File: src/rtl/mmio_bus_arbiter_if.sv
// Bundle of the two master ports, the shared slave port and the grant
// vector of the MMIO bus arbiter.
// The slave modport is the arbiter's own view. The master modport is the
// view of the surrounding logic: the masters, the peripheral and any
// observer of grant.
interface mmio_bus_if #(
    parameter int AW = 32,
    parameter int DW = 32
);
    logic          m0_req;
    logic          m0_we;
    logic [AW-1:0] m0_addr;
    logic [DW-1:0] m0_wdata;
    logic [DW-1:0] m0_rdata;
    logic          m0_done;
    logic          m0_err;

    logic          m1_req;
    logic          m1_we;
    logic [AW-1:0] m1_addr;
    logic [DW-1:0] m1_wdata;
    logic [DW-1:0] m1_rdata;
    logic          m1_done;
    logic          m1_err;

    logic          s_req;
    logic          s_we;
    logic [AW-1:0] s_addr;
    logic [DW-1:0] s_wdata;
    logic [DW-1:0] s_rdata;
    logic          s_ack;

    logic [1:0]    grant;

    modport slave (
        input  m0_req, m0_we, m0_addr, m0_wdata,
        output m0_rdata, m0_done, m0_err,
        input  m1_req, m1_we, m1_addr, m1_wdata,
        output m1_rdata, m1_done, m1_err,
        output s_req, s_we, s_addr, s_wdata,
        input  s_rdata, s_ack,
        output grant
    );

    modport master (
        output m0_req, m0_we, m0_addr, m0_wdata,
        input  m0_rdata, m0_done, m0_err,
        output m1_req, m1_we, m1_addr, m1_wdata,
        input  m1_rdata, m1_done, m1_err,
        input  s_req, s_we, s_addr, s_wdata,
        output s_rdata, s_ack,
        input  grant
    );
endinterface

File: src/rtl/mmio_bus_arbiter.sv
// Two-master / one-slave MMIO bus arbiter.
// Uses round-robin grant and runs one transaction at a time.
// Each transaction has a timeout; on expiry the transaction completes
// with an error flag.
// All outputs come straight from flops.
module mmio_bus_arbiter #(
    parameter int AW      = 32,
    parameter int DW      = 32,
    parameter int TIMEOUT = 15
) (
    input  logic      clk,
    input  logic      rst,
    mmio_bus_if.slave bus
);
    localparam int CW = (TIMEOUT > 1) ? $clog2(TIMEOUT) : 1;
    localparam logic [CW-1:0] CNT_LAST = CW'(TIMEOUT - 1);

    typedef enum logic [1:0] {
        IDLE = 2'd0,
        BUS  = 2'd1,
        RESP = 2'd2
    } state_t;

    state_t        state_q, state_d;
    logic          owner_q, owner_d;   // 0 = M0, 1 = M1
    logic          last_q,  last_d;    // most recent owner to complete
    logic [CW-1:0] cnt_q,   cnt_d;
    logic          s_req_q, s_req_d;
    logic          s_we_q,  s_we_d;
    logic [AW-1:0] s_addr_q, s_addr_d;
    logic [DW-1:0] s_wdata_q, s_wdata_d;
    logic [1:0]    grant_q, grant_d;
    logic [DW-1:0] m0_rdata_q, m0_rdata_d, m1_rdata_q, m1_rdata_d;
    logic          m0_done_q, m0_done_d, m1_done_q, m1_done_d;
    logic          m0_err_q,  m0_err_d,  m1_err_q,  m1_err_d;

    logic          win_s;
    logic          fin_s;
    logic          fin_err_s;
    logic [DW-1:0] fin_rdata_s;
    logic [DW-1:0] owner_rdata_s;

    // Next-state logic: arbitration, transaction latching, timeout and completion.
    always_comb begin
        state_d     = state_q;
        owner_d     = owner_q;
        last_d      = last_q;
        cnt_d       = cnt_q;
        s_req_d     = s_req_q;
        s_we_d      = s_we_q;
        s_addr_d    = s_addr_q;
        s_wdata_d   = s_wdata_q;
        grant_d     = grant_q;
        m0_rdata_d  = m0_rdata_q;
        m1_rdata_d  = m1_rdata_q;
        m0_done_d   = 1'b0;
        m0_err_d    = 1'b0;
        m1_done_d   = 1'b0;
        m1_err_d    = 1'b0;
        win_s       = 1'b0;
        fin_s       = 1'b0;
        fin_err_s   = 1'b0;
        fin_rdata_s = {DW{1'b0}};
        owner_rdata_s = owner_q ? m1_rdata_q : m0_rdata_q;

        case (state_q)
            IDLE: begin
                s_req_d = 1'b0;
                grant_d = 2'b00;
                // On a tie the master that did not finish last wins.
                if (bus.m0_req && bus.m1_req) begin
                    win_s = ~last_q;
                end else begin
                    win_s = bus.m1_req;
                end
                if (bus.m0_req || bus.m1_req) begin
                    owner_d   = win_s;
                    s_we_d    = win_s ? bus.m1_we    : bus.m0_we;
                    s_addr_d  = win_s ? bus.m1_addr  : bus.m0_addr;
                    s_wdata_d = win_s ? bus.m1_wdata : bus.m0_wdata;
                    grant_d   = win_s ? 2'b10 : 2'b01;
                    cnt_d     = {CW{1'b0}};
                    s_req_d   = 1'b1;
                    state_d   = BUS;
                end else begin
                    state_d   = IDLE;
                end
            end
            BUS: begin
                // An ack on the timeout edge still counts as a clean completion.
                if (bus.s_ack) begin
                    fin_s       = 1'b1;
                    fin_err_s   = 1'b0;
                    fin_rdata_s = s_we_q ? owner_rdata_s : bus.s_rdata;
                end else if (cnt_q == CNT_LAST) begin
                    fin_s       = 1'b1;
                    fin_err_s   = 1'b1;
                    fin_rdata_s = {DW{1'b0}};
                end else begin
                    cnt_d = cnt_q + CW'(1);
                end
                if (fin_s) begin
                    s_req_d = 1'b0;
                    state_d = RESP;
                end else begin
                    state_d = BUS;
                end
            end
            RESP: begin
                last_d  = owner_q;
                grant_d = 2'b00;
                state_d = IDLE;
            end
            default: begin
                s_req_d = 1'b0;
                grant_d = 2'b00;
                state_d = IDLE;
            end
        endcase

        // Route the completion to the owning master only.
        if (fin_s && !owner_q) begin
            m0_done_d  = 1'b1;
            m0_err_d   = fin_err_s;
            m0_rdata_d = fin_rdata_s;
        end else if (fin_s && owner_q) begin
            m1_done_d  = 1'b1;
            m1_err_d   = fin_err_s;
            m1_rdata_d = fin_rdata_s;
        end else begin
            m0_done_d  = 1'b0;
            m1_done_d  = 1'b0;
        end
    end

    // State and output registers; reset clears everything and favours M0 on the first tie.
    always_ff @(posedge clk or posedge rst) begin
        if (rst) begin
            state_q    <= IDLE;
            owner_q    <= 1'b0;
            last_q     <= 1'b1;
            cnt_q      <= {CW{1'b0}};
            s_req_q    <= 1'b0;
            s_we_q     <= 1'b0;
            s_addr_q   <= {AW{1'b0}};
            s_wdata_q  <= {DW{1'b0}};
            grant_q    <= 2'b00;
            m0_rdata_q <= {DW{1'b0}};
            m1_rdata_q <= {DW{1'b0}};
            m0_done_q  <= 1'b0;
            m0_err_q   <= 1'b0;
            m1_done_q  <= 1'b0;
            m1_err_q   <= 1'b0;
        end else begin
            state_q    <= state_d;
            owner_q    <= owner_d;
            last_q     <= last_d;
            cnt_q      <= cnt_d;
            s_req_q    <= s_req_d;
            s_we_q     <= s_we_d;
            s_addr_q   <= s_addr_d;
            s_wdata_q  <= s_wdata_d;
            grant_q    <= grant_d;
            m0_rdata_q <= m0_rdata_d;
            m1_rdata_q <= m1_rdata_d;
            m0_done_q  <= m0_done_d;
            m0_err_q   <= m0_err_d;
            m1_done_q  <= m1_done_d;
            m1_err_q   <= m1_err_d;
        end
    end

    assign bus.s_req    = s_req_q;
    assign bus.s_we     = s_we_q;
    assign bus.s_addr   = s_addr_q;
    assign bus.s_wdata  = s_wdata_q;
    assign bus.grant    = grant_q;
    assign bus.m0_rdata = m0_rdata_q;
    assign bus.m0_done  = m0_done_q;
    assign bus.m0_err   = m0_err_q;
    assign bus.m1_rdata = m1_rdata_q;
    assign bus.m1_done  = m1_done_q;
    assign bus.m1_err   = m1_err_q;
endmodule

File: src/flat_wrapper.sv
// flat-port wrapper written by rule: the top's interface ports become plain ports
module mmio_bus_arbiter_flat 
#(
    parameter int AW      = 32,
    parameter int DW      = 32,
    parameter int TIMEOUT = 15
)
  (clk, rst, bus_m0_req, bus_m0_we, bus_m0_addr, bus_m0_wdata, bus_m0_rdata, bus_m0_done, bus_m0_err, bus_m1_req, bus_m1_we, bus_m1_addr, bus_m1_wdata, bus_m1_rdata, bus_m1_done, bus_m1_err, bus_s_req, bus_s_we, bus_s_addr, bus_s_wdata, bus_s_rdata, bus_s_ack, bus_grant);
  mmio_bus_if #(.AW(AW), .DW(DW)) bus_i ();
  input  logic clk;
  input  logic rst;
  input wire logic [$bits(bus_i.m0_req)-1:0] bus_m0_req;
  input wire logic [$bits(bus_i.m0_we)-1:0] bus_m0_we;
  input wire logic [$bits(bus_i.m0_addr)-1:0] bus_m0_addr;
  input wire logic [$bits(bus_i.m0_wdata)-1:0] bus_m0_wdata;
  output wire logic [$bits(bus_i.m0_rdata)-1:0] bus_m0_rdata;
  output wire logic [$bits(bus_i.m0_done)-1:0] bus_m0_done;
  output wire logic [$bits(bus_i.m0_err)-1:0] bus_m0_err;
  input wire logic [$bits(bus_i.m1_req)-1:0] bus_m1_req;
  input wire logic [$bits(bus_i.m1_we)-1:0] bus_m1_we;
  input wire logic [$bits(bus_i.m1_addr)-1:0] bus_m1_addr;
  input wire logic [$bits(bus_i.m1_wdata)-1:0] bus_m1_wdata;
  output wire logic [$bits(bus_i.m1_rdata)-1:0] bus_m1_rdata;
  output wire logic [$bits(bus_i.m1_done)-1:0] bus_m1_done;
  output wire logic [$bits(bus_i.m1_err)-1:0] bus_m1_err;
  output wire logic [$bits(bus_i.s_req)-1:0] bus_s_req;
  output wire logic [$bits(bus_i.s_we)-1:0] bus_s_we;
  output wire logic [$bits(bus_i.s_addr)-1:0] bus_s_addr;
  output wire logic [$bits(bus_i.s_wdata)-1:0] bus_s_wdata;
  input wire logic [$bits(bus_i.s_rdata)-1:0] bus_s_rdata;
  input wire logic [$bits(bus_i.s_ack)-1:0] bus_s_ack;
  output wire logic [$bits(bus_i.grant)-1:0] bus_grant;
  assign bus_i.m0_req = bus_m0_req;
  assign bus_i.m0_we = bus_m0_we;
  assign bus_i.m0_addr = bus_m0_addr;
  assign bus_i.m0_wdata = bus_m0_wdata;
  assign bus_m0_rdata = bus_i.m0_rdata;
  assign bus_m0_done = bus_i.m0_done;
  assign bus_m0_err = bus_i.m0_err;
  assign bus_i.m1_req = bus_m1_req;
  assign bus_i.m1_we = bus_m1_we;
  assign bus_i.m1_addr = bus_m1_addr;
  assign bus_i.m1_wdata = bus_m1_wdata;
  assign bus_m1_rdata = bus_i.m1_rdata;
  assign bus_m1_done = bus_i.m1_done;
  assign bus_m1_err = bus_i.m1_err;
  assign bus_s_req = bus_i.s_req;
  assign bus_s_we = bus_i.s_we;
  assign bus_s_addr = bus_i.s_addr;
  assign bus_s_wdata = bus_i.s_wdata;
  assign bus_i.s_rdata = bus_s_rdata;
  assign bus_i.s_ack = bus_s_ack;
  assign bus_grant = bus_i.grant;
  mmio_bus_arbiter #(.AW(AW), .DW(DW), .TIMEOUT(TIMEOUT)) u_core (.clk(clk), .rst(rst), .bus(bus_i));
endmodule
File: config.mk
export PLATFORM = sky130hd
export DESIGN_NAME = mmio_bus_arbiter_flat
export DESIGN_NICKNAME = d
export VERILOG_FILES = /design/src/rtl/mmio_bus_arbiter_if.sv /design/src/rtl/mmio_bus_arbiter.sv /design/src/flat_wrapper.sv
export SDC_FILE = /design/constraint.sdc
export NUM_CORES = 1
export LEC_CHECK = 0
export ABC_AREA = 1
export BUFFER_PORTS_ARGS = -buffer_cell sky130_fd_sc_hd__buf_2
export CAP_MARGIN = 20
export CORE_UTILIZATION = 52
export DETAILED_ROUTE_END_ITERATION = 6
export PLACE_DENSITY = 0.86
export SETUP_SLACK_MARGIN = 0.15
export SYNTH_ARGS = -nofsm -noshare
export SYNTH_HDL_FRONTEND = slang
export SYNTH_SLANG_ARGS = --single-unit
File: constraint.sdc
create_clock -name clk -period 7.7 [get_ports clk]
set_input_delay 0.385 -clock clk [delete_from_list [all_inputs] [get_ports clk]]
set_output_delay 0.385 -clock clk [all_outputs]
set_load 0.005 [all_outputs]
# Yosys cells after proc, flatten, opt, wreduce, memory -nomap -nowiden
# Cells that the tools add are included.
[word_totals]
inputBits = 167
out_inout_bits = 136
reg_bits = 144
word_cells = 71
[classes]
bitwise = 3
muxes = 34
n_eq_ne = 7
addsub = 1
n_reduce_logical = 11
[ops]
columns = ["cell", "count"]
rows = [
  ["32-bit two-way mux", 6],
  ["1-bit two-way mux", 18],
  ["4-bit two-way mux", 3],
  ["2-bit case mux with 2 select lines", 2],
  ["4-bit case mux with 2 select lines", 1],
  ["2-bit two-way mux", 3],
  ["2-bit AND reduction", 3],
  ["4-bit by 1-bit adder with 4-bit output, second input constant", 1],
  ["4-bit equality test, second input constant", 1],
  ["2-bit by 1-bit inequality test with 1-bit output, second input constant", 2],
  ["2-bit inequality test, second input constant", 2],
  ["4-bit AND reduction", 1],
  ["1-bit logical AND", 3],
  ["1-bit NOT", 3],
  ["1-bit case mux with 3 select lines", 1],
  ["2-bit by 1-bit equality test with 1-bit output, second input constant", 1],
  ["2-bit equality test, second input constant", 1],
  ["2-bit zero test", 1],
  ["2-bit nonzero test", 1],
  ["1-bit zero test", 1],
  ["1-bit logical OR", 1],
]

# Logic depth before layout (Yosys ltp)
# Gate-level depths: netlist of the first run.
[logic_depth]
depth_word = 8
mapped_depth = 9
mapped_depth_nobuf = 8

# Worst setup path after synthesis of the first run
# OpenSTA, ideal clock, no wires.
[synth_path]
path_type = "register to register"
startpoint = "register u_core.cnt_q[0]"
endpoint = "register u_core.m1_rdata_q[10], in the netlist u_core.bus.m1_rdata[10]"
setup_slack_ns = 6.332
t_arrival_ns = 1.251
synth_period_minus_slack_ns = 1.368
path_buffers = 1
t_required_ns = 7.583
stages_incl_launch_ff = 9
setup_ns = 0.117
cell_sequence = "dfrtp_1 -> inv_1 -> ha_1 -> nand3_1 -> nand2_1 -> nand3_4 -> buf_6 -> nand2_1 -> nand2_1"
[synth_via]
elab_chain_len = 8
elab_cells_between_ends = 9
classes_between = "eq/ne: 1; mux: 4; bitwise: 1; reduce/logical: 3"
[synth_rtl]
columns = ["element", "line", "source"]
rows = [
  ["start: declaration", "mmio_bus_arbiter.sv:27", "logic [CW-1:0] cnt_q, cnt_d;"],
  ["start signal: assignment", "mmio_bus_arbiter.sv:142", "cnt_q <= {CW{1'b0}};"],
  ["start signal: assignment", "mmio_bus_arbiter.sv:158", "cnt_q <= cnt_d;"],
  ["4-bit equality test *", "mmio_bus_arbiter.sv:95", "end else if (cnt_q == CNT_LAST) begin"],
  ["1-bit two-way mux *", "mmio_bus_arbiter.sv:95", ""],
  ["1-bit two-way mux *", "mmio_bus_arbiter.sv:91", "if (bus.s_ack) begin"],
  ["1-bit two-way mux * (2 in a row)", "mmio_bus_arbiter.sv:66", "case (state_q)"],
  ["1-bit logical AND", "mmio_bus_arbiter.sv:122", "if (fin_s && !owner_q) begin"],
  ["1-bit NOT (no source line)", "-", ""],
  ["2-bit AND reduction (no source line) *", "-", ""],
  ["end signal: assignment", "mmio_bus_arbiter.sv:149", "m1_rdata_q <= {DW{1'b0}};"],
  ["end signal: assignment", "mmio_bus_arbiter.sv:165", "m1_rdata_q <= m1_rdata_d;"],
  ["end: declaration", "mmio_bus_arbiter.sv:33", "logic [DW-1:0] m0_rdata_q, m0_rdata_d, m1_rdata_q, m1_rdata_d;"],
]
# Every way passes the cells marked *; elsewhere a longest branch is shown, timed or not. The select of a mux whose other input is x is not followed.
# A chain may end at the register's enable or synchronous reset.

# Worst setup path after layout of the first run
[layout_path]
startpoint = "register u_core.owner_q"
endpoint = "register u_core.m1_rdata_q[22], in the netlist u_core.bus.m1_rdata[22]"
[layout_via]
elab_chain_len = 4
elab_cells_between_ends = 9
classes_between = "mux: 4; bitwise: 1; reduce/logical: 4"
[layout_rtl]
columns = ["element", "line", "source"]
rows = [
  ["start: declaration", "mmio_bus_arbiter.sv:25", "logic owner_q, owner_d;"],
  ["start signal: assignment", "mmio_bus_arbiter.sv:156", "owner_q <= owner_d;"],
  ["32-bit two-way mux or 1-bit zero test (tied branches)", "mmio_bus_arbiter.sv:64, mmio_bus_arbiter.sv:122", ""],
  ["32-bit two-way mux or 1-bit logical AND (tied branches)", "mmio_bus_arbiter.sv:94, mmio_bus_arbiter.sv:122", ""],
  ["32-bit two-way mux or 1-bit NOT (tied branches)", "-", ""],
  ["32-bit two-way mux or 2-bit AND reduction (tied branches)", "-", ""],
]
# Parallel ways exist; a longest one is shown, timed or not.

==> metrics.txt, run 1 <==
# TYPE chip_impl_metric gauge
chip_impl_info{name="cts_root_buf",value="sky130_fd_sc_hd__clkbuf_16"} 1
chip_impl_metric{name="tightestPinTransition",unit="ps"} 708
chip_impl_metric{name="cts_num_sinks",unit=""} 144
chip_impl_info{name="worstSetupPathType",value="reg2reg"} 1
chip_impl_metric{name="postRouteWirelength",unit="um"} 20200
chip_impl_metric{name="antenna_left",unit=""} 0
chip_impl_info{name="timing.critical_path.from_type",value="flop"} 1
chip_impl_metric{name="maxSlewViolCount",unit=""} 0
chip_impl_metric{name="worst_ep_required_time",unit="ps"} 8050
chip_impl_metric{name="fillCellCount",unit=""} 1143
chip_impl_info{name="yosys_most_used_dff",value="sky130_fd_sc_hd__dfrtp_1"} 1
chip_impl_metric{name="grt_pass1_wl",unit="um"} 32500
chip_impl_metric{name="fin_nets",unit=""} 1448
chip_impl_metric{name="post_synth_num_cell_types",unit=""} 19
chip_impl_metric{name="synthesis.yosys.warnings",unit=""} 0
chip_impl_info{name="critical_path.slowest_cell",value="sky130_fd_sc_hd__buf_4"} 1
chip_impl_metric{name="setup_violations",unit=""} 0
chip_impl_metric{name="postSynthRegisterBits",unit=""} 144
chip_impl_metric{name="hpwl",unit="um"} 13600
chip_impl_metric{name="post-layout-total-power",unit="W"} 0.00367
chip_impl_metric{name="ctsHtreeMaxLevel",unit=""} 4
chip_impl_metric{name="max-vdd-ir-drop",unit="mV"} 0.286
chip_impl_metric{name="cts_inserted_buffers",unit=""} 17
chip_impl_metric{name="r2r_slack",unit="ps"} 5660
chip_impl_metric{name="mappedNetlistArea",unit="sq um"} 7190
chip_impl_metric{name="initialDrtViolationCount",unit=""} 626
chip_impl_metric{name="placed_instances",unit=""} 1433
chip_impl_metric{name="via_count_of_the_first_global_routing_pass",unit=""} 6702
chip_impl_metric{name="worst-r2r-cell-count",unit=""} 7
chip_impl_metric{name="detailedRoute.firstPassIterationCount",unit=""} 5
chip_impl_metric{name="place.port_buffers",unit=""} 302
chip_impl_info{name="synthMostInstantiatedCell",value="sky130_fd_sc_hd__nand2_1"} 1
chip_impl_metric{name="chipWidth",unit="um"} 120
chip_impl_metric{name="worst_setup_hold_path_clk_slew",unit="ps"} 60
chip_impl_metric{name="postLayoutSetupSlackWorst",unit="ps"} 5660
chip_impl_metric{name="post_cts_resize_count",unit=""} 0
chip_impl_metric{name="rows",unit=""} 42
chip_impl_info{name="worst_path_cell_trace",value="buf_4 > inv_2 > buf_4 > nand2_1 > nand3_1 > nand3_1 > nand2_1"} 1
chip_impl_metric{name="timing.final.hold_violations",unit=""} 0
chip_impl_metric{name="synth_fp_nets",unit=""} 1176
chip_impl_metric{name="via_count",unit=""} 7428
chip_impl_info{name="synth_top_cells_by_area",value="sky130_fd_sc_hd__dfrtp_1 (50%), sky130_fd_sc_hd__nand2_1 (31%), sky130_fd_sc_hd__nand3_1 (7.8%), sky130_fd_sc_hd__nor2_1 (3.6%), sky130_fd_sc_hd__buf_2 (1.9%)"} 1
chip_impl_info{name="worst_hold_path_type",value="in2async"} 1
chip_impl_metric{name="static-leakage-power",unit="nW"} 5.61
chip_impl_metric{name="power_density_cells",unit="nW/um^2"} 395
chip_impl_metric{name="synth-async-reset-ratio",unit=""} 1.00
chip_impl_metric{name="instances_no_fill",unit=""} 1469
chip_impl_metric{name="clock_latency",unit="ps"} 410
chip_impl_info{name="crit_family",value="buffers and inverters"} 1
chip_impl_metric{name="die_area",unit="sq um"} 14300
chip_impl_metric{name="worst_case_setup_slack_after_placement",unit="ps"} 5250
chip_impl_metric{name="max_slew_margin",unit=""} 0.527
chip_impl_metric{name="syn_area_per_cell",unit="sq um"} 7.14
chip_impl_metric{name="max_freq",unit="MHz"} 490
chip_impl_metric{name="cts.hold.buffers_added",unit=""} 0
chip_impl_metric{name="setup-tns-final",unit="ps"} 0
chip_impl_metric{name="gp_congestion",unit=""} 0.858
chip_impl_metric{name="layout-drive-gt1-share",unit=""} 0.276
chip_impl_metric{name="synth_cells",unit=""} 1007
chip_impl_metric{name="critical_path.max_stage_delay",unit="ps"} 560
chip_impl_info{name="status",value="completed"} 1
chip_impl_metric{name="clock-skew-final",unit="ps"} 4.52
chip_impl_metric{name="synth-edff-count",unit=""} 0
chip_impl_metric{name="clock_path_buffers",unit=""} 2
chip_impl_metric{name="drc_errors",unit=""} 0
chip_impl_metric{name="critical_path_buf_inv_count",unit=""} 3
chip_impl_info{name="yosys-top-cells-count",value="sky130_fd_sc_hd__nand2_1 (597), sky130_fd_sc_hd__dfrtp_1 (143), sky130_fd_sc_hd__nand3_1 (112)"} 1
chip_impl_metric{name="io_pins",unit=""} 303
chip_impl_metric{name="timing.max_cap.violations",unit=""} 0
chip_impl_metric{name="area_growth",unit="%"} 29.6
chip_impl_metric{name="core-area",unit="sq um"} 13300
chip_impl_metric{name="global_route.usage.total",unit=""} 0.290
chip_impl_metric{name="grt_antenna_before_repair",unit=""} 1
chip_impl_info{name="critPathCaptureType",value="flop"} 1
chip_impl_metric{name="cp.arrival",unit="ps"} 2390
chip_impl_metric{name="viasPerCell",unit=""} 5.06
chip_impl_info{name="cts_tree",value="done"} 1
chip_impl_metric{name="initial_utilization",unit=""} 0.538
chip_impl_info{name="grt_setup_unrepaired",value="false"} 1
chip_impl_metric{name="post_drt_wl_per_cell",unit="um"} 13.8
chip_impl_metric{name="largest_driver_fanout_on_the_critical_path",unit=""} 67
chip_impl_metric{name="grt-ovfl-total",unit=""} 0
chip_impl_metric{name="ys_seq_area_frac",unit=""} 0.502
chip_impl_metric{name="netlist.area_leader.share",unit=""} 0.498
chip_impl_metric{name="cp.depth",unit=""} 7
chip_impl_metric{name="die_height",unit="um"} 120
chip_impl_metric{name="period_share",unit=""} 0.265
chip_impl_metric{name="cts_setup_buffers",unit=""} 0
chip_impl_metric{name="layout_min_cycle_time",unit="ps"} 2040
chip_impl_metric{name="grt_start_max_net_pins",unit=""} 80
chip_impl_info{name="post-synth-top-area-cell",value="sky130_fd_sc_hd__dfrtp_1"} 1
## routing by layer
metal | global-route usage | vias up | share of wire
li1 | - | 3645 | -
met1 | 0.358 | 3394 | 0.39
met2 | 0.471 | 329 | 0.49
met3 | 0.0642 | 60 | 0.079
met4 | 0.163 | 0 | 0.045
met5 | 0 | - | 0
## power by group
group / leakage, nW / internal [W] / switching, W
combinational: 3.51 / 0.000558 / 0.000935
clock: 0.298 / 0.000542 / 0.000306
sequential: 1.81 / 0.00110 / 0.000234
total: 5.61 / 0.00220 / 0.00148
## kinds of logic (layout without fill, tap and decap cells)
family          after synthesis  in the layout  share of synthesized area
fa+ha+maj                     2              2                    0.00348
buf+inv                      74            359                     0.0559
simple gates                783            783                      0.436
compound gates                3              3                    0.00209
flops                       144            144                      0.502
xor+xnor                      1              1                    0.00122
other cells                   0              1                          0
## cell type report
type,count,area (sq um),area share
Multi-Input combinational cell,789,3180,0.342
Inverter,16,65.1,0.00699
Clock inverter,10,133,0.0142
Clock buffer,22,484,0.0520
Antenna cell,1,2.50,0.000269
Timing Repair Buffer,311,1620,0.174
Sequential cell,144,3610,0.387
Tap cell,176,220,0.0236
## stage by stage
step                 util  hold slack (ps)  area, sq um
floorplan               -              464         7190
global placement    0.647              450         8630
detailed placement  0.647              457         8630
CTS                 0.693             65.1         9250
global route        0.698              102         9310
finish              0.698             43.6         9310
## final timing paths
check | from | to
min reg2reg | u_core.bus.s_req$_DFFE_PP0P_ | u_core.bus.s_req$_DFFE_PP0P_
min | rst | u_core.bus.m0_rdata[1]$_DFFE_PP0P_
max reg2reg | u_core.owner_q$_DFFE_PP0N_ | u_core.bus.m1_rdata[22]$_DFFE_PP0P_
min in group clk | bus_m0_addr[31] | u_core.bus.s_addr[31]$_DFFE_PP0N_
max in group asynchronous | rst | u_core.last_q$_DFFE_PP1N_
max | u_core.owner_q$_DFFE_PP0N_ | u_core.bus.m1_rdata[22]$_DFFE_PP0P_
## cells in the final DEF, fill, tap and decap left out
| master | count |
|---|---|
| sky130_fd_sc_hd__buf_12 | 3 |
| sky130_fd_sc_hd__buf_2 | 302 |
| sky130_fd_sc_hd__buf_4 | 6 |
| sky130_fd_sc_hd__bufinv_16 | 3 |
| sky130_fd_sc_hd__clkbuf_1 | 1 |
| sky130_fd_sc_hd__clkbuf_16 | 17 |
| sky130_fd_sc_hd__clkbuf_8 | 4 |
| sky130_fd_sc_hd__clkinv_2 | 4 |
| sky130_fd_sc_hd__clkinvlp_4 | 3 |
| sky130_fd_sc_hd__dfrtp_1 | 141 |
| sky130_fd_sc_hd__dfrtp_2 | 2 |
| sky130_fd_sc_hd__dfstp_2 | 1 |
| sky130_fd_sc_hd__diode_2 | 1 |
| sky130_fd_sc_hd__ha_1 | 2 |
| sky130_fd_sc_hd__inv_1 | 11 |
| sky130_fd_sc_hd__inv_2 | 4 |
| sky130_fd_sc_hd__inv_6 | 1 |
| sky130_fd_sc_hd__nand2_1 | 596 |
| sky130_fd_sc_hd__nand2_2 | 1 |
| sky130_fd_sc_hd__nand2_4 | 1 |
| sky130_fd_sc_hd__nand3_1 | 112 |
| sky130_fd_sc_hd__nand3_4 | 2 |
| sky130_fd_sc_hd__nand4_1 | 1 |
| sky130_fd_sc_hd__nor2_1 | 68 |
| sky130_fd_sc_hd__nor2_4 | 2 |
| sky130_fd_sc_hd__o21ai_0 | 3 |
| sky130_fd_sc_hd__xor2_1 | 1 |
## state kept, by name (all words and copies together), names as in the netlist
register,flops
u_core.bus.m0_rdata,32
u_core.bus.m1_err,1
u_core.bus.s_addr,32
u_core.bus.s_wdata,32
u_core.bus.m0_done,1
u_core.cnt_q,4
u_core.bus.m0_err,1
u_core.state_q,2
u_core.bus.s_we,1
u_core.bus.m1_done,1
u_core.bus.s_req,1
u_core.bus.grant,2
u_core.bus.m1_rdata,32
u_core.owner_q,1
u_core.last_q,1
Power figures use the tool's default switching activity.
==> inputs of run 2 (changes only) <==
--- a/config.mk
+++ b/config.mk
@@ -8,9 +8,9 @@
 export ABC_AREA = 1
 export BUFFER_PORTS_ARGS = -buffer_cell sky130_fd_sc_hd__buf_2
 export CAP_MARGIN = 20
-export CORE_UTILIZATION = 52
+export CORE_UTILIZATION = 44
 export DETAILED_ROUTE_END_ITERATION = 6
-export PLACE_DENSITY = 0.86
+export PLACE_DENSITY = 0.77
 export SETUP_SLACK_MARGIN = 0.15
 export SYNTH_ARGS = -nofsm -noshare
 export SYNTH_HDL_FRONTEND = slang
==> constraint.sdc (replaced) <==
create_clock -name clk -period 1.7 [get_ports clk]
set_input_delay 0.085 -clock clk [delete_from_list [all_inputs] [get_ports clk]]
set_output_delay 0.085 -clock clk [all_outputs]
set_load 0.005 [all_outputs]
==> run 2 against run 1 <==
Compared with the run above:
- sequential share of layout area fell by 6.0 points
- first-iteration DRC count rose by 26%
- critical endpoint is now u_core.bus.m0_rdata[7]$_DFFE_PP0P_
- utilization fell by 0.63 points
- largest cell class unchanged
- cell count grew 13%
==> metrics.txt, run 2 (synthesis results as in run 1) <==
# TYPE chip_impl_metric gauge
chip_impl_info{name="status",value="completed"} 1
chip_impl_metric{name="timing.max_cap.violations",unit=""} 0
chip_impl_metric{name="layout_min_cycle_time",unit="ps"} 1520
chip_impl_metric{name="number_of_cells_on_the_worst_hold_path",unit=""} 5
chip_impl_metric{name="post_drt_wl_per_cell",unit="um"} 16.4
chip_impl_info{name="globalRoute.busiestLayer",value="met2"} 1
chip_impl_metric{name="hpwl",unit="um"} 14100
chip_impl_metric{name="fillCellCount",unit=""} 1157
chip_impl_metric{name="max-vdd-ir-drop",unit="mV"} 0.934
chip_impl_metric{name="initial_utilization",unit=""} 0.451
chip_impl_metric{name="placed_instances",unit=""} 1484
chip_impl_metric{name="area_growth",unit="%"} 53.4
chip_impl_metric{name="fin_nets",unit=""} 1596
chip_impl_metric{name="drc_errors",unit=""} 0
chip_impl_info{name="cts_root_buf",value="sky130_fd_sc_hd__clkbuf_16"} 1
chip_impl_metric{name="met2_usage",unit=""} 0.478
chip_impl_metric{name="worst_ep_required_time",unit="ps"} 2000
chip_impl_metric{name="io_pins",unit=""} 303
chip_impl_metric{name="grt_start_max_net_pins",unit=""} 69
chip_impl_metric{name="clock_path_buffers",unit=""} 2
chip_impl_metric{name="antenna_cells",unit=""} 0
chip_impl_metric{name="post-layout-total-power",unit="W"} 0.0178
chip_impl_metric{name="grt-ovfl-total",unit=""} 0
chip_impl_metric{name="worst_setup_hold_path_clk_slew",unit="ps"} 60
chip_impl_metric{name="ctsHtreeMaxLevel",unit=""} 4
chip_impl_metric{name="die_height",unit="um"} 130
chip_impl_metric{name="detailedRoute.firstPassIterationCount",unit=""} 5
chip_impl_metric{name="chipWidth",unit="um"} 130
chip_impl_info{name="cts_tree",value="done"} 1
chip_impl_metric{name="via_count",unit=""} 8723
chip_impl_info{name="critPathCaptureType",value="flop"} 1
chip_impl_metric{name="timing.final.hold_violations",unit=""} 0
chip_impl_info{name="critical_path.slowest_cell",value="sky130_fd_sc_hd__dfrtp_1"} 1
chip_impl_metric{name="power_density_cells",unit="nW/um^2"} 1620
chip_impl_info{name="crit_path_start",value="u_core.cnt_q[0]$_DFFE_PP0P_"} 1
chip_impl_metric{name="rows",unit=""} 46
chip_impl_info{name="grt_setup_unrepaired",value="true"} 1
chip_impl_metric{name="clock-skew-final",unit="ps"} 7.37
chip_impl_metric{name="largest_driver_fanout_on_the_critical_path",unit=""} 8
chip_impl_metric{name="antenna_left",unit=""} 0
chip_impl_metric{name="r2r_slack",unit="ps"} 180
chip_impl_info{name="worst_hold_path_type",value="in2reg"} 1
chip_impl_metric{name="critical_path.max_stage_delay",unit="ps"} 420
chip_impl_metric{name="holdWs",unit="ps"} 44.2
chip_impl_metric{name="viasPerCell",unit=""} 5.27
chip_impl_metric{name="global_route.usage.total",unit=""} 0.313
chip_impl_metric{name="instances_no_fill",unit=""} 1656
chip_impl_metric{name="tightestPinTransition",unit="ps"} 435
chip_impl_metric{name="cp.arrival",unit="ps"} 1820
chip_impl_metric{name="grt_antenna_before_repair",unit=""} 1
chip_impl_metric{name="setup_violations",unit=""} 0
chip_impl_info{name="critical_path.reg2reg.startpoint",value="u_core.cnt_q[0]$_DFFE_PP0P_"} 1
chip_impl_metric{name="core-area",unit="sq um"} 15900
chip_impl_metric{name="cts_num_sinks",unit=""} 144
chip_impl_info{name="timing.critical_path.from_type",value="flop"} 1
chip_impl_metric{name="worst_case_setup_slack_after_placement",unit="ps"} 93.2
chip_impl_metric{name="static-leakage-power",unit="nW"} 6.30
chip_impl_metric{name="postRouteWirelength",unit="um"} 27200
chip_impl_metric{name="gp_congestion",unit=""} 0.837
chip_impl_metric{name="max_freq",unit="MHz"} 658
chip_impl_metric{name="initialDrtViolationCount",unit=""} 789
chip_impl_metric{name="period_share",unit=""} 0.894
chip_impl_metric{name="postLayoutSetupSlackWorst",unit="ps"} 181
chip_impl_info{name="most_frequent_standard_cell_in_the_layout_excluding_fill_and_tap_cells",value="sky130_fd_sc_hd__nand2_1"} 1
chip_impl_metric{name="cts_inserted_buffers",unit=""} 17
chip_impl_metric{name="place.port_buffers",unit=""} 302
chip_impl_info{name="layout.cells.most_common_list",value="sky130_fd_sc_hd__nand2_1 (582), sky130_fd_sc_hd__buf_2 (302), sky130_fd_sc_hd__dfrtp_1 (141)"} 1
chip_impl_metric{name="max_slew_margin",unit=""} 0.710
chip_impl_metric{name="grt_util_met3",unit=""} 0.0869
chip_impl_metric{name="use_met1",unit=""} 0.390
chip_impl_info{name="crit-reg2reg-capture",value="u_core.bus.m0_rdata[7]$_DFFE_PP0P_"} 1
chip_impl_metric{name="die_area",unit="sq um"} 16800
chip_impl_info{name="crit_family",value="simple AND/OR/NAND/NOR gates"} 1
chip_impl_metric{name="maxSlewViolCount",unit=""} 0
chip_impl_info{name="worst_path_cell_trace",value="inv_2 > ha_4 > nand3_4 > nand2_4 > nand3_4 > clkbuf_16 > nand2_1 > nand2_1"} 1
chip_impl_info{name="hold_path_end",value="u_core.bus.m1_rdata[31]$_DFFE_PP0P_"} 1
chip_impl_metric{name="setup-tns-final",unit="ps"} 0
chip_impl_metric{name="layout-drive-gt1-share",unit=""} 0.272
chip_impl_metric{name="clock_latency",unit="ps"} 410
chip_impl_metric{name="grt_pass1_wl",unit="um"} 40900
chip_impl_info{name="worstSetupPathType",value="reg2reg"} 1
chip_impl_metric{name="worst-r2r-cell-count",unit=""} 8
chip_impl_metric{name="via_count_of_the_first_global_routing_pass",unit=""} 8196
chip_impl_info{name="holdCritStartpoint",value="bus_s_rdata[31]"} 1
chip_impl_metric{name="critical_path_buf_inv_count",unit=""} 2
[run 2: cell type report]
cell class / count / area [sq um] / share of cell area
clock buffers: 19 / 443 / 0.0402
repair buffers: 458 / 3210 / 0.291
clock inverters: 13 / 161 / 0.0146
well taps: 216 / 270 / 0.0245
inverters: 16 / 63.8 / 0.00579
multi-input cells: 790 / 3270 / 0.297
flip-flops and latches: 144 / 3610 / 0.327
[run 2: layer usage]
layer | up-vias | wire length (um)
met2 | 634 | 12200
met3 | 146 | 2970
met5 | - | 0
met1 | 3996 | 10300
li1 | 3947 | -
met4 | 0 | 1610
[run 2: tightest hold or removal path, stage by stage]
cell	delay [ps]
sky130_fd_sc_hd__buf_2	90
sky130_fd_sc_hd__nor2_1	70
sky130_fd_sc_hd__nor2_1	60
sky130_fd_sc_hd__nand3_1	60
sky130_fd_sc_hd__nand2_1	50
[run 2: timing repair]
item,CTS,global route
gates cloned,0,6
gates resized for setup,1,22
hold buffers,129,0
setup buffers,0,5
endpoints found under the hold margin,81,0
pin swaps,0,3
setup endpoints to repair,24,43
[run 2: how the worst max path moves through the flow]
stage,end,slack [ps],cells past startpoint
after floorplan,u_core.bus.grant[0]$_DFFE_PP0N_,-190,1
after global placement,u_core.bus.m0_rdata[20]$_DFFE_PP0P_,160,8
after detailed placement,u_core.bus.m0_rdata[24]$_DFFE_PP0P_,90,8
after CTS,u_core.bus.m0_rdata[7]$_DFFE_PP0P_,160,8
after global routing,u_core.bus.m0_rdata[15]$_DFFE_PP0P_,110,8
final,u_core.bus.m0_rdata[7]$_DFFE_PP0P_,180,8
[run 2: through the flow]
stage	utilization	cell area, sq um
finish	0.691	11000
detailed placement	0.558	8890
global placement	0.558	8890
CTS	0.677	10800
floorplan	-	7190
global route	0.691	11000
[run 2: report_power, final]
part | switching (W) | internal (W)
registers | 0.00112 | 0.00498
logic | 0.00478 | 0.00313
clock network | 0.00148 | 0.00235
total | 0.00739 | 0.0105
==> inputs of run 3 (changes only) <==
==> constraint.sdc (replaced) <==
create_clock -name clk -period 1.7 [get_ports clk]
set_input_delay 0.34 -clock clk [delete_from_list [all_inputs] [get_ports clk]]
set_output_delay 0.34 -clock clk [all_outputs]
set_load 0.01 [all_outputs]
==> run 3 against run 2 <==
Compared with the run above:
- sequential power decreased by 1%
- global-route usage decreased by 6.3 points
- non-clock buffer count down 126
- largest cell class unchanged
==> metrics.txt, run 3 (synthesis results as in run 1) <==
# TYPE chip_impl_metric gauge
chip_impl_metric{name="hpwl",unit="um"} 14100
chip_impl_metric{name="viasPerCell",unit=""} 4.85
chip_impl_info{name="critical_path.slowest_cell",value="sky130_fd_sc_hd__dfrtp_1"} 1
chip_impl_metric{name="cp.arrival",unit="ps"} 1830
chip_impl_metric{name="placed_instances",unit=""} 1487
chip_impl_metric{name="io_pins",unit=""} 303
chip_impl_metric{name="instances_no_fill",unit=""} 1530
chip_impl_metric{name="layout-drive-gt1-share",unit=""} 0.289
chip_impl_metric{name="die_height",unit="um"} 130
chip_impl_metric{name="met1Wirelength",unit="um"} 8960
chip_impl_metric{name="met2WireLength",unit="um"} 10300
chip_impl_metric{name="power.sequential.fraction",unit=""} 0.338
chip_impl_info{name="cts_tree",value="done"} 1
chip_impl_metric{name="power_switching_share",unit=""} 0.425
chip_impl_metric{name="area_growth",unit="%"} 34.6
chip_impl_metric{name="gp_congestion",unit=""} 0.869
chip_impl_metric{name="rows",unit=""} 46
chip_impl_metric{name="utilization",unit=""} 0.607
chip_impl_metric{name="comb_power_share",unit=""} 0.457
chip_impl_metric{name="cts_inserted_buffers",unit=""} 17
chip_impl_metric{name="fin_nets",unit=""} 1469
chip_impl_metric{name="place.port_buffers",unit=""} 302
chip_impl_metric{name="met3_length",unit="um"} 1440
chip_impl_metric{name="via_count",unit=""} 7421
chip_impl_metric{name="power.switching",unit="W"} 0.00758
chip_impl_metric{name="worst-r2r-cell-count",unit=""} 8
chip_impl_metric{name="cellInternalPower",unit="W"} 0.0102
chip_impl_metric{name="grt_start_max_net_pins",unit=""} 73
chip_impl_info{name="path_common_cell",value="sky130_fd_sc_hd__nand2_1"} 1
chip_impl_info{name="most_frequent_standard_cell_in_the_layout_excluding_fill_and_tap_cells",value="sky130_fd_sc_hd__nand2_1"} 1
chip_impl_metric{name="initial_utilization",unit=""} 0.451
chip_impl_metric{name="initialDrtViolationCount",unit=""} 628
chip_impl_metric{name="power_density_cells",unit="nW/um^2"} 1840
chip_impl_metric{name="post-layout-total-power",unit="W"} 0.0178
chip_impl_metric{name="grt_antenna_before_repair",unit=""} 1
chip_impl_metric{name="core-area",unit="sq um"} 15900
chip_impl_metric{name="worst_ep_required_time",unit="ps"} 2010
chip_impl_metric{name="critical_path.max_stage_delay",unit="ps"} 410
chip_impl_metric{name="setup_violations",unit=""} 0
chip_impl_metric{name="largest_driver_fanout_on_the_critical_path",unit=""} 8
chip_impl_metric{name="detailedRoute.firstPassIterationCount",unit=""} 5
chip_impl_metric{name="global_route.usage.total",unit=""} 0.250
chip_impl_info{name="worstSetupPathType",value="reg2reg"} 1
chip_impl_info{name="critical_path.reg2reg.startpoint",value="u_core.cnt_q[0]$_DFFE_PP0P_"} 1
chip_impl_metric{name="worst_setup_hold_path_clk_slew",unit="ps"} 60
chip_impl_metric{name="clock_latency",unit="ps"} 430
chip_impl_metric{name="clock_path_buffers",unit=""} 2
chip_impl_metric{name="cts_num_sinks",unit=""} 144
chip_impl_metric{name="tightestPinTransition",unit="ps"} 460
chip_impl_metric{name="clock_power_frac",unit=""} 0.205
chip_impl_metric{name="holdWs",unit="ps"} 43.0
chip_impl_metric{name="clock-skew-final",unit="ps"} 8.16
chip_impl_metric{name="die_area",unit="sq um"} 16800
chip_impl_metric{name="ctsHtreeMaxLevel",unit=""} 4
chip_impl_info{name="status",value="completed"} 1
chip_impl_metric{name="max-vdd-ir-drop",unit="mV"} 0.773
chip_impl_info{name="routed.top_layer",value="met4"} 1
chip_impl_metric{name="period_share",unit=""} 0.893
chip_impl_info{name="critPathCaptureType",value="flop"} 1
chip_impl_metric{name="maxSlewViolCount",unit=""} 0
chip_impl_metric{name="timing.max_cap.violations",unit=""} 0
chip_impl_metric{name="timing.final.hold_violations",unit=""} 0
chip_impl_metric{name="r2r_slack",unit="ps"} 180
chip_impl_metric{name="drc_errors",unit=""} 0
chip_impl_info{name="worst_hold_path_type",value="in2async"} 1
chip_impl_metric{name="max_slew_margin",unit=""} 0.694
chip_impl_metric{name="chipWidth",unit="um"} 130
chip_impl_metric{name="via_count_of_the_first_global_routing_pass",unit=""} 6600
chip_impl_metric{name="post_drt_wl_per_cell",unit="um"} 14.0
chip_impl_metric{name="antenna_left",unit=""} 0
chip_impl_info{name="timing.critical_path.from_type",value="flop"} 1
chip_impl_info{name="worst_path_cell_trace",value="inv_2 > ha_1 > nand3_2 > nand2_4 > nand3_4 > clkbuf_16 > nand2_1 > nand2_1"} 1
chip_impl_metric{name="grt_pass1_wl",unit="um"} 32500
chip_impl_info{name="layout.cells.most_common_list",value="sky130_fd_sc_hd__nand2_1 (595), sky130_fd_sc_hd__buf_2 (302), sky130_fd_sc_hd__dfrtp_1 (141)"} 1
chip_impl_metric{name="postRouteWirelength",unit="um"} 21400
chip_impl_metric{name="fillCellCount",unit=""} 1447
chip_impl_metric{name="max_freq",unit="MHz"} 659
chip_impl_info{name="crit-reg2reg-capture",value="u_core.bus.m1_rdata[13]$_DFFE_PP0P_"} 1
chip_impl_metric{name="static-leakage-power",unit="nW"} 5.77
chip_impl_info{name="cts_root_buf",value="sky130_fd_sc_hd__clkbuf_16"} 1
chip_impl_metric{name="grt-ovfl-total",unit=""} 0
chip_impl_info{name="grt_setup_unrepaired",value="true"} 1
chip_impl_metric{name="layout_min_cycle_time",unit="ps"} 1520
## run 3: routing by layer
layer	up-vias	global-route usage
met2	347	0.414
met5	-	0
li1	3697	-
met4	0	0.114
met3	45	0.0484
met1	3332	0.318
## run 3: worst max-delay path by stage
| stage | startpoint | end | slack, ps | cells after the start |
|---|---|---|---|---|
| 4_1_cts | u_core.bus.s_we$_DFFE_PP0N_ | bus_s_we | 140 | 2 |
| 6_report | u_core.cnt_q[0]$_DFFE_PP0P_ | u_core.bus.m1_rdata[13]$_DFFE_PP0P_ | 180 | 8 |
| 2_1_floorplan | rst | u_core.bus.grant[0]$_DFFE_PP0N_ | -440 | 1 |
| 3_3_place_gp | u_core.cnt_q[0]$_DFFE_PP0P_ | u_core.bus.m0_rdata[7]$_DFFE_PP0P_ | 220 | 8 |
| 3_5_place_dp | u_core.cnt_q[0]$_DFFE_PP0P_ | u_core.bus.m0_rdata[31]$_DFFE_PP0P_ | 170 | 8 |
| 5_1_grt | u_core.cnt_q[0]$_DFFE_PP0P_ | u_core.bus.m1_rdata[27]$_DFFE_PP0P_ | 90 | 8 |
## run 3: stage by stage
stage,instance area (sq um),setup TNS [ps],setup slack (ps)
floorplan,7190,-63540,-444
global placement,8900,0,219
detailed placement,8900,0,165
CTS,9540,0,138
global route,9670,0,89.1
finish,9670,0,181
## run 3: timing repair
item / 4_1_cts / 5_1_grt
gates cloned: 2 / 4
gates resized for setup: 1 / 5
endpoints found under the setup margin: 3 / 66
buffers inserted: 0 / 4
pin swaps: 0 / 1
hold buffers: 0 / 0
## run 3: area by class of cell
cell class / instances / area (sq um) / area share
antenna: 1 / 2.50 / 0.000259
clock buffer: 18 / 429 / 0.0444
clock inverter: 14 / 143 / 0.0147
inverter: 16 / 63.8 / 0.00660
multi-input combinational: 789 / 3200 / 0.330
sequential: 144 / 3610 / 0.373
tap: 216 / 270 / 0.0279
timing repair buffer: 332 / 1960 / 0.203
## run 3: power groups by stage
stage / Sequential, W / Combinational [W] / Clock (W)
floorplan: 0.00662 / 0.00413 / 0
global placement: 0.00601 / 0.00756 / 0
detailed placement: 0.00601 / 0.00775 / 0
CTS: 0.00602 / 0.00801 / 0.00370
global route: 0.00622 / 0.00912 / 0.00383
finish: 0.00603 / 0.00815 / 0.00365
## run 3: worst max-delay path, delay by kind of cell, from the launching register on
| kind | cells | cell delay (ps) |
|---|---|---|
| DFF | 1 | 410 |
| and+or+nand+nor | 5 | 510 |
| adders and majority gates | 1 | 190 |
| buffers and inverters | 2 | 290 |
